--- config.mk ---
export PLATFORM = sky130hd
export DESIGN_NAME = parking_ctrl_flat
export DESIGN_NICKNAME = d
export VERILOG_FILES = /design/src/rtl/parking_ctrl_if.sv /design/src/rtl/parking_ctrl.sv /design/src/flat_wrapper.sv
export SDC_FILE = /design/constraint.sdc
export NUM_CORES = 1
export LEC_CHECK = 0
export CAP_MARGIN = 0
export CORE_UTILIZATION = 40
export CTS_CLUSTER_SIZE = 16
export DETAILED_ROUTE_END_ITERATION = 7
export PLACE_DENSITY_LB_ADDON = 0.3
export SLEW_MARGIN = 20
export SYNTH_ARGS = -nofsm -noshare
export SYNTH_HDL_FRONTEND = slang
export SYNTH_SLANG_ARGS = --single-unit
--- constraint.sdc ---
create_clock -name clk -period 2.3 [get_ports clk]
set_input_delay 0.46 -clock clk [delete_from_list [all_inputs] [get_ports clk]]
set_output_delay 0.46 -clock clk [all_outputs]
set_load 0.01 [all_outputs]
--- src/rtl/parking_ctrl_if.sv ---
// Sensor/display bundle for parking_ctrl.
// The controller takes the slave side: it reads the sensors and drives
// occupancy, gate, display and error outputs.
interface parking_ctrl_if #(
  parameter int CNT_W = 4
);
  logic             entry_in;
  logic             exit_in;
  logic [CNT_W-1:0] occ_count;
  logic             full;
  logic             gate_open;
  logic [3:0]       display;
  logic [3:0]       digit_en;
  logic             err;

  modport master (
    output entry_in, exit_in,
    input  occ_count, full, gate_open, display, digit_en, err
  );

  modport slave (
    input  entry_in, exit_in,
    output occ_count, full, gate_open, display, digit_en, err
  );
endinterface

--- src/rtl/parking_ctrl.sv ---
// Parking occupancy controller: sensor edge detect, occupancy count,
// barrier gate timer FSM and a 4-digit "OPEN"/"FULL" scan sequencer.
// Optional feature macro: PARK_ERR_EN (sticky err flag on rejected entry
// or underflow exit, plus the 5,0,0,3 error banner). Undefined: err = 0.
module parking_ctrl #(
  parameter int SLOTS    = 8,
  parameter int CNT_W    = 4,
  parameter int GATE_CYC = 6,
  parameter int SCAN_DIV = 4
) (
  input  logic            clk,
  input  logic            rst,
  parking_ctrl_if.slave   bus
);
  localparam int TW = (GATE_CYC > 1) ? $clog2(GATE_CYC) : 1;
  localparam int SW = (SCAN_DIV > 1) ? $clog2(SCAN_DIV) : 1;
  localparam logic [CNT_W-1:0] FULL_CNT = CNT_W'(SLOTS);
  localparam logic [TW-1:0]    GT_LOAD  = TW'(GATE_CYC - 1);
  localparam logic [SW-1:0]    SC_MAX   = SW'(SCAN_DIV - 1);

  typedef enum logic {G_CLOSED, G_OPEN} gate_t;
  typedef enum logic [1:0] {M_OPEN, M_FULL, M_ERR} msg_t;

  logic             entry_q, exit_q;
  logic             ent_ev, ext_ev;
  logic [CNT_W-1:0] occ_count, occ_nxt;
  logic             full;
  logic             admit;
  gate_t            gst, gst_nxt;
  logic [TW-1:0]    gtmr, gtmr_nxt;
  logic             gate_open;
  logic [SW-1:0]    scnt;
  logic [1:0]       dig;
  msg_t             msg, msg_nxt;
  logic [3:0]       display;
  logic             err;

  // One-cycle sensor history for rising-edge detection.
  always_ff @(posedge clk or posedge rst) begin
    if (rst) begin
      entry_q <= 1'b0;
      exit_q  <= 1'b0;
    end else begin
      entry_q <= bus.entry_in;
      exit_q  <= bus.exit_in;
    end
  end

  assign ent_ev = bus.entry_in & ~entry_q;
  assign ext_ev = bus.exit_in  & ~exit_q;

  // Event decode: next occupancy and whether the gate admits a vehicle.
  // A simultaneous entry+exit always admits, since the exit frees a slot.
  always_comb begin
    occ_nxt = occ_count;
    admit   = 1'b0;
    if (ent_ev && ext_ev) begin
      admit = 1'b1;
    end else if (ent_ev) begin
      if (occ_count != FULL_CNT) begin
        admit   = 1'b1;
        occ_nxt = occ_count + CNT_W'(1);
      end
    end else if (ext_ev) begin
      if (occ_count != '0) occ_nxt = occ_count - CNT_W'(1);
    end
  end

  // Occupancy and registered full flag, both from the next count.
  always_ff @(posedge clk or posedge rst) begin
    if (rst) begin
      occ_count <= '0;
      full      <= 1'b0;
    end else begin
      occ_count <= occ_nxt;
      full      <= (occ_nxt == FULL_CNT);
    end
  end

  // Gate FSM state and timer register.
  always_ff @(posedge clk or posedge rst) begin
    if (rst) begin
      gst  <= G_CLOSED;
      gtmr <= '0;
    end else begin
      gst  <= gst_nxt;
      gtmr <= gtmr_nxt;
    end
  end

  // Gate FSM next state: an admit (re)loads the timer; OPEN closes at 0.
  always_comb begin
    gst_nxt  = gst;
    gtmr_nxt = gtmr;
    if (admit) begin
      gst_nxt  = G_OPEN;
      gtmr_nxt = GT_LOAD;
    end else if (gst == G_OPEN) begin
      if (gtmr == '0) gst_nxt  = G_CLOSED;
      else            gtmr_nxt = gtmr - TW'(1);
    end
  end

  // Gate FSM output.
  always_comb begin
    gate_open = (gst == G_OPEN);
  end

`ifdef PARK_ERR_EN
  logic err_ev;
  assign err_ev = (ent_ev & ~ext_ev & (occ_count == FULL_CNT)) |
                  (ext_ev & ~ent_ev & (occ_count == '0));

  // Sticky error flag, cleared only by reset.
  always_ff @(posedge clk or posedge rst) begin
    if (rst) err <= 1'b0;
    else     err <= err | err_ev;
  end

  assign msg_nxt = err ? M_ERR : (full ? M_FULL : M_OPEN);
`else
  assign err     = 1'b0;
  assign msg_nxt = full ? M_FULL : M_OPEN;
`endif

  // Scan sequencer; the message only changes at a frame boundary so a
  // frame never mixes two words.
  always_ff @(posedge clk or posedge rst) begin
    if (rst) begin
      scnt <= '0;
      dig  <= 2'd0;
      msg  <= M_OPEN;
    end else if (scnt == SC_MAX) begin
      scnt <= '0;
      dig  <= dig + 2'd1;
      if (dig == 2'd3) msg <= msg_nxt;
    end else begin
      scnt <= scnt + SW'(1);
    end
  end

  // Decoder code for the current digit of the latched message.
  always_comb begin
    display = 4'd3 + {2'b00, dig};
    case (msg)
      M_FULL: begin
        case (dig)
          2'd0:    display = 4'd2;
          2'd1:    display = 4'd1;
          default: display = 4'd0;
        endcase
      end
`ifdef PARK_ERR_EN
      M_ERR: begin
        case (dig)
          2'd0:    display = 4'd5;
          2'd3:    display = 4'd3;
          default: display = 4'd0;
        endcase
      end
`endif
      default: display = 4'd3 + {2'b00, dig};
    endcase
  end

  assign bus.occ_count = occ_count;
  assign bus.full      = full;
  assign bus.gate_open = gate_open;
  assign bus.display   = display;
  assign bus.digit_en  = 4'b0001 << dig;
  assign bus.err       = err;
endmodule

--- src/flat_wrapper.sv ---
// flat-port wrapper written by rule: the top's interface ports become plain ports
module parking_ctrl_flat 
#(
  parameter int SLOTS    = 8,
  parameter int CNT_W    = 4,
  parameter int GATE_CYC = 6,
  parameter int SCAN_DIV = 4
)
  (clk, rst, bus_entry_in, bus_exit_in, bus_occ_count, bus_full, bus_gate_open, bus_display, bus_digit_en, bus_err);
  parking_ctrl_if #(.CNT_W(CNT_W)) bus_i ();
  input  logic clk;
  input  logic rst;
  input wire logic [$bits(bus_i.entry_in)-1:0] bus_entry_in;
  input wire logic [$bits(bus_i.exit_in)-1:0] bus_exit_in;
  output wire logic [$bits(bus_i.occ_count)-1:0] bus_occ_count;
  output wire logic [$bits(bus_i.full)-1:0] bus_full;
  output wire logic [$bits(bus_i.gate_open)-1:0] bus_gate_open;
  output wire logic [$bits(bus_i.display)-1:0] bus_display;
  output wire logic [$bits(bus_i.digit_en)-1:0] bus_digit_en;
  output wire logic [$bits(bus_i.err)-1:0] bus_err;
  assign bus_i.entry_in = bus_entry_in;
  assign bus_i.exit_in = bus_exit_in;
  assign bus_occ_count = bus_i.occ_count;
  assign bus_full = bus_i.full;
  assign bus_gate_open = bus_i.gate_open;
  assign bus_display = bus_i.display;
  assign bus_digit_en = bus_i.digit_en;
  assign bus_err = bus_i.err;
  parking_ctrl #(.SLOTS(SLOTS), .CNT_W(CNT_W), .GATE_CYC(GATE_CYC), .SCAN_DIV(SCAN_DIV)) u_core (.clk(clk), .rst(rst), .bus(bus_i));
endmodule
==> results.yml, run 1 <==
outcome:
  outcome: "completed"
power:
  p_leak_nw: 0.518
  ir_drop_v: 0.000680
  power.density_nw_per_um2: 1060
cts:
  clock-sinks: 16
  cts_buffers: 3
  clock_path_buffers: 2
  clock_latency_ns: 0.27
  h-tree-depth: 1
  path_clk_slew_ns: 0.08
  clockRootBuffer: "clkbuf_4"
  cts_tree: "done"
  postCtsHoldBufs: 0
worst_setup_path:
  worstSetupEndpointType: "output port"
  cpMaxStageDelayCell: "clkdlybuf4s50_1"
  critPathBufInv: 2
  cp_top_family: "buffers and inverters"
  cp_max_fo: 3
  crit_required_ns: 1.84
  crit_cells: 4
  crit_type: "register to output port"
  cp_cell_sequence: "inv_1 > ha_1 > mux2i_1 > clkdlybuf4s50_1"
  reg2reg_to: "u_core.bus.full$_DFF_PP0_"
  critPathMaxStageDelay_ns: 0.55
  r2r_setup_slack_ns: 0.58
  r2r-start: "u_core.bus.occ_count[1]$_DFF_PP0_"
  crit_path_start_kind: "register"
  arrival_ns: 1.71
  reg2regPathDepth: 7
synthesis:
  syn_avg_cell_area_um2: 10.3
  synth_compound_area_share_pct: 11.1
  synth_top_family_by_area: "simple AND/OR/NAND/NOR gates"
  yosysWarnings: 0
  synth_xor_area_share_pct: 2.88
  synth-edff-count: 0
  synth_flop_cell: "dfrtp_1"
  netlist-cell-type-count: 32
  yosys.area_share.adder_pct: 12.3
  synth.area.mux_share_pct: 3.56
  yosysSeqAreaShare_pct: 43.8
  yosys_register_bits: 16
  syn_inst: 89
  netlist_area_um2: 913
  synth_simple_gate_area_share_pct: 20.5
  async_reset_ff_share_pct: 100
detailed_routing:
  drc: 0
  drt-total-wl_mm: 1.49
  routedWlPerCell_um: 10.9
  antenna_left: 0
  drtIter0Drc: 25
  first_pass_iters: 4
  vias: 666
  viasPerCell: 4.90
placement:
  dp_hpwl_mm: 1.14
  numPortBuffers: 16
  post-place-cells: 131
  dpl_cell_area_um2: 1100
  gp_congestion: 0.750
die:
  io_pins: 19
  num_rows: 16
  coreArea_um2: 2060
  die_y_um: 49.8
  initial_core_util_pct: 44.3
  dieArea_um2: 2480
  die_w_um: 49.8
finish:
  diodes: 0
  drive_above_1_share_pct: 15.6
  mostFrequentLayoutCells: "clkdlybuf4s50_1 (16), dfrtp_1 (16), nand2_1 (11)"
  final_cell_area_um2: 1140
  area_delta_synth_final_pct: 24.8
  instances_no_fill: 136
  fillers: 192
  nets: 123
  fin_util_pct: 55.3
global_route:
  grt_usage_pct: 14.5
  overflow: 0
  grt_max_degree: 17
  antenna_found_initial: 0
  grt_pass1_wl_mm: 2.65
  grt_pass1_vias: 613
worst_hold_path:
  whs_endpoint: "u_core.scnt[0]$_DFF_PP0_"
  min_path_type: "register to register"
  min_path_cells: 1
  worst_hold_startpoint: "u_core.scnt[0]$_DFF_PP0_"
job:
  maxCapViolCount: 0
sta:
  fin_setup_tns_ns: 0
  clock_skew_ns: 0.00190
  tightest_slew_ns: 0.555
  clock.fmax_mhz: 460
  slew_headroom_pct: 63.0
  fin_crit_sh_pct: 94.6
  finalMaxSlewViolations: 0
  hold_violations: 0
  finalSetupViolCount: 0
  post-route-min-period_ns: 2.17
==> stage by stage <==
step / total power, W / setup slack [ns] / hold slack [ns]
detailed placement: 0.00103 / 0.317 / 0.421
floorplan: 0.000834 / 0.749 / 0.374
finish: 0.00121 / 0.125 / 0.427
global placement: 0.00102 / 0.332 / 0.413
CTS: 0.00122 / 0.0205 / 0.433
global route: 0.00129 / -0.00219 / 0.456
==> how the worst max path moves through the flow <==
stage,to,from,slack (ns)
after floorplan,u_core.bus.full$_DFF_PP0_,u_core.bus.occ_count[0]$_DFF_PP0_,0.75
after global placement,u_core.bus.full$_DFF_PP0_,bus_exit_in,0.33
after detailed placement,u_core.bus.full$_DFF_PP0_,bus_exit_in,0.32
after CTS,bus_display[1],u_core.dig[0]$_DFFE_PP0P_,0.02
after global routing,bus_display[1],u_core.dig[0]$_DFFE_PP0P_,-0.002
final,bus_display[1],u_core.dig[0]$_DFFE_PP0P_,0.13
==> sequential cells by signal (all words and copies together), names as in the netlist <==
signal	count
u_core.entry_q	1
u_core.dig	2
u_core.bus.occ_count	4
u_core.bus.gate_open	1
u_core.bus.full	1
u_core.msg	1
u_core.scnt	2
u_core.exit_q	1
u_core.gtmr	3
==> cells in the mapped netlist (2+ instances only) <==
cell,count,area share [%]
nor3_1,4,2.2
ha_1,9,12
buf_4,2,1.6
xnor2_1,2,1.9
dfrtp_1,16,44
nand2_1,11,4.5
nor2_1,6,2.5
mux2_2,2,2.5
o21ai_0,4,2.2
inv_1,9,3.7
a21oi_1,2,1.1
nand2_2,2,1.4
==> cells by family (layout without fill, tap and decap cells) <==
logic type | count (synthesis) | after routing
xor gates and xnor gates | 3 | 3
other | 1 | 2
muxes | 3 | 3
buffers and inverters | 11 | 30
AOI/OAI and AO/OA | 14 | 14
DFF | 16 | 16
adders and majority gates | 9 | 9
and+or+nand+nor | 32 | 32
==> metal layers <==
layer | track usage [%] | up-vias | part of all wire, %
met3 | 2.78 | 2 | 4.8
met5 | 0 | - | 0
met1 | 18.2 | 307 | 47
met2 | 23.0 | 24 | 47
met4 | 8.57 | 0 | 1.8
li1 | - | 333 | -
==> final cells by class <==
| type | instances | area [µm²] | share of cell area [%] |
|---|---|---|---|
| clock buffer | 4 | 36.3 | 3.18 |
| inverter | 9 | 33.8 | 2.96 |
| multi-input combinational | 63 | 468 | 41.1 |
| sequential | 16 | 400 | 35.1 |
| tap | 27 | 33.8 | 2.96 |
| timing repair buffer | 17 | 168 | 14.7 |
==> repair_timing <==
item	CTS	global route
setup buffers	0	1
endpoints found under the setup margin	0	1
gates resized for setup	0	0
==> where the power goes <==
part | internal, W | total, W | switching (W)
registers | 0.000370 | 0.000470 | 0.0000996
clock network | 0.0000962 | 0.000176 | 0.0000794
logic | 0.000296 | 0.000561 | 0.000265
total | 0.000763 | 0.00121 | 0.000444
No activity file was read; power rests on OpenSTA's default activity.
==> run 2, diff against run 1 <==
--- a/config.mk
+++ b/config.mk
@@ -7,9 +7,9 @@
 export LEC_CHECK = 0
 export CAP_MARGIN = 0
 export CORE_UTILIZATION = 40
-export CTS_CLUSTER_SIZE = 16
+export CTS_CLUSTER_SIZE = 10
 export DETAILED_ROUTE_END_ITERATION = 7
-export PLACE_DENSITY_LB_ADDON = 0.3
+export PLACE_DENSITY = 0.63
 export SLEW_MARGIN = 20
 export SYNTH_ARGS = -nofsm -noshare
 export SYNTH_HDL_FRONTEND = slang
==> constraint.sdc (replaced) <==
create_clock -name clk -period 2.3 [get_ports clk]
set_input_delay 0.345 -clock clk [delete_from_list [all_inputs] [get_ports clk]]
set_output_delay 0.345 -clock clk [all_outputs]
set_load 0.01 [all_outputs]
==> run 2 against run 1 <==
  * Routed wire length up 3.8%
  * Clock skew up 0.0022 ns
  * Fmax up 2.8%
  * Largest cell class unchanged
  * Clock power about the same
  * Non-clock buffer count shrank 1
  * Critical path depth unchanged
==> results.yml, run 2 (synthesized netlist as in run 1, its figures left out) <==
power:
  seqPwrFrac_pct: 38.3
  combPwrFrac_pct: 47.0
  intPower_w: 0.000763
  switching_share_pct: 36.9
  ir_drop_v: 0.000698
  power.density_nw_per_um2: 1070
  p_clk_share_pct: 14.6
  p_leak_nw: 0.513
  finalPower_w: 0.00121
  power.switching_w: 0.000445
worst_setup_path:
  crit_required_ns: 1.96
  worstSetupEndpointType: "output port"
  arrival_ns: 1.77
  crit_path_start_kind: "register"
  cp_max_fo: 4
  crit_type: "register to output port"
  r2r_setup_slack_ns: 0.59
global_route:
  grt_usage_pct: 13.8
  grt_pass1_vias: 607
  grt_max_degree: 17
  overflow: 0
  grt_pass1_wl_mm: 2.61
  antenna_found_initial: 0
detailed_routing:
  routedWlPerCell_um: 11.4
  antenna_left: 0
  drt-total-wl_mm: 1.54
  drtIter0Drc: 15
  drc: 0
  vias: 641
  viasPerCell: 4.75
  first_pass_iters: 4
finish:
  multi_input_area_um2: 468
  largest_register_ff_count: 4
  drive_above_1_share_pct: 14.8
  seqCellArea_um2: 400
  area_delta_synth_final_pct: 24.0
  fillers: 189
  diodes: 0
  mostFrequentLayoutCells: "clkdlybuf4s50_1 (16), dfrtp_1 (16), nand2_1 (11)"
  largest-register: "u_core.bus.occ_count"
  largestRegisters: "u_core.bus.occ_count x4, u_core.gtmr x3"
  final_cell_area_um2: 1130
  instances_no_fill: 135
  nets: 122
cts:
  clock_latency_ns: 0.28
  post_cts_buffers: 0
  h-tree-depth: 1
  cts_tree: "done"
  cts_resized: 0
  clockRootBuffer: "clkbuf_4"
  clock_path_buffers: 2
  clock-sinks: 16
  path_clk_slew_ns: 0.09
  postCtsHoldBufs: 0
  cts_buffers: 3
die:
  num_rows: 16
  coreArea_um2: 2060
  die_w_um: 49.8
  initial_core_util_pct: 44.3
  io_pins: 19
  dieArea_um2: 2480
  die_y_um: 49.8
placement:
  dpl_cell_area_um2: 1100
  place_ws_ns: 0.400
  post-place-cells: 131
  numPortBuffers: 16
  gp_congestion: 0.882
  dp_hpwl_mm: 1.24
sta:
  tightest_slew_ns: 0.587
  post-route-min-period_ns: 2.12
  rsz0062_at_grt: "no"
  finalMaxSlewViolations: 0
  slew_headroom_pct: 60.8
  clock.fmax_mhz: 473
  clock_skew_ns: 0.00411
  finalSetupViolCount: 0
  finalWorstSetupSlack_ns: 0.184
  fin_crit_sh_pct: 92.0
  fin_setup_tns_ns: 0
  hold_violations: 0
worst_hold_path:
  min_path_type: "input pin to asynchronous set/reset pin"
outcome:
  outcome: "completed"
job:
  maxCapViolCount: 0
run 2: cell count changes in the layout (fill, tap and decap cells not counted):
cell / delta
buf_4: -1
run 2: through the flow:
stage | util (%) | hold slack (ns)
6_report | 54.9 | 0.421
5_1_grt | 54.9 | 0.450
4_1_cts | 54.9 | 0.432
3_5_place_dp | 53.2 | 0.423
3_3_place_gp | 53.2 | 0.412
2_1_floorplan | - | 0.259
run 2: area by class of cell:
cell class	instances	area share (%)
multi-input combinational	63	41.3
sequential	16	35.4
timing repair buffer	16	14.1
clock buffer	4	3.20
inverter	9	2.98
tap	27	2.98
run 2: per-layer routing:
layer	GRT usage (%)	vias to the layer above	part of all wire, %	wire (µm)
li1	-	331	-	-
met1	19.3	283	49	750
met2	21.6	27	47	722
met3	1.23	0	4.6	71
met4	5.71	0	0	0
met5	0	-	0	0
run 2: path summary, 6_finish.rpt:
kind,depth (start not counted),start,end
min reg2reg,1,u_core.scnt[0]$_DFF_PP0_,u_core.scnt[0]$_DFF_PP0_
min in group clk,1,u_core.scnt[0]$_DFF_PP0_,u_core.scnt[0]$_DFF_PP0_
max in group asynchronous,2,rst,u_core.bus.full$_DFF_PP0_
min,2,rst,u_core.dig[1]$_DFFE_PP0P_
max,4,u_core.dig[0]$_DFFE_PP0P_,bus_display[1]
max reg2reg,7,u_core.bus.occ_count[0]$_DFF_PP0_,u_core.bus.full$_DFF_PP0_
run 2: power groups by stage:
stage | registers (W) | logic [W] | clock network, W
2_1_floorplan | 0.000475 | 0.000359 | 0
3_3_place_gp | 0.000465 | 0.000559 | 0
3_5_place_dp | 0.000467 | 0.000571 | 0
4_1_cts | 0.000462 | 0.000576 | 0.000186
5_1_grt | 0.000477 | 0.000627 | 0.000195
6_report | 0.000463 | 0.000568 | 0.000177
run 2: worst max-delay path: stages (launching register included):
cell	delay, ns
dfrtp_1	0.42
inv_1	0.09
ha_1	0.31
mux2i_1	0.13
clkdlybuf4s50_1	0.55
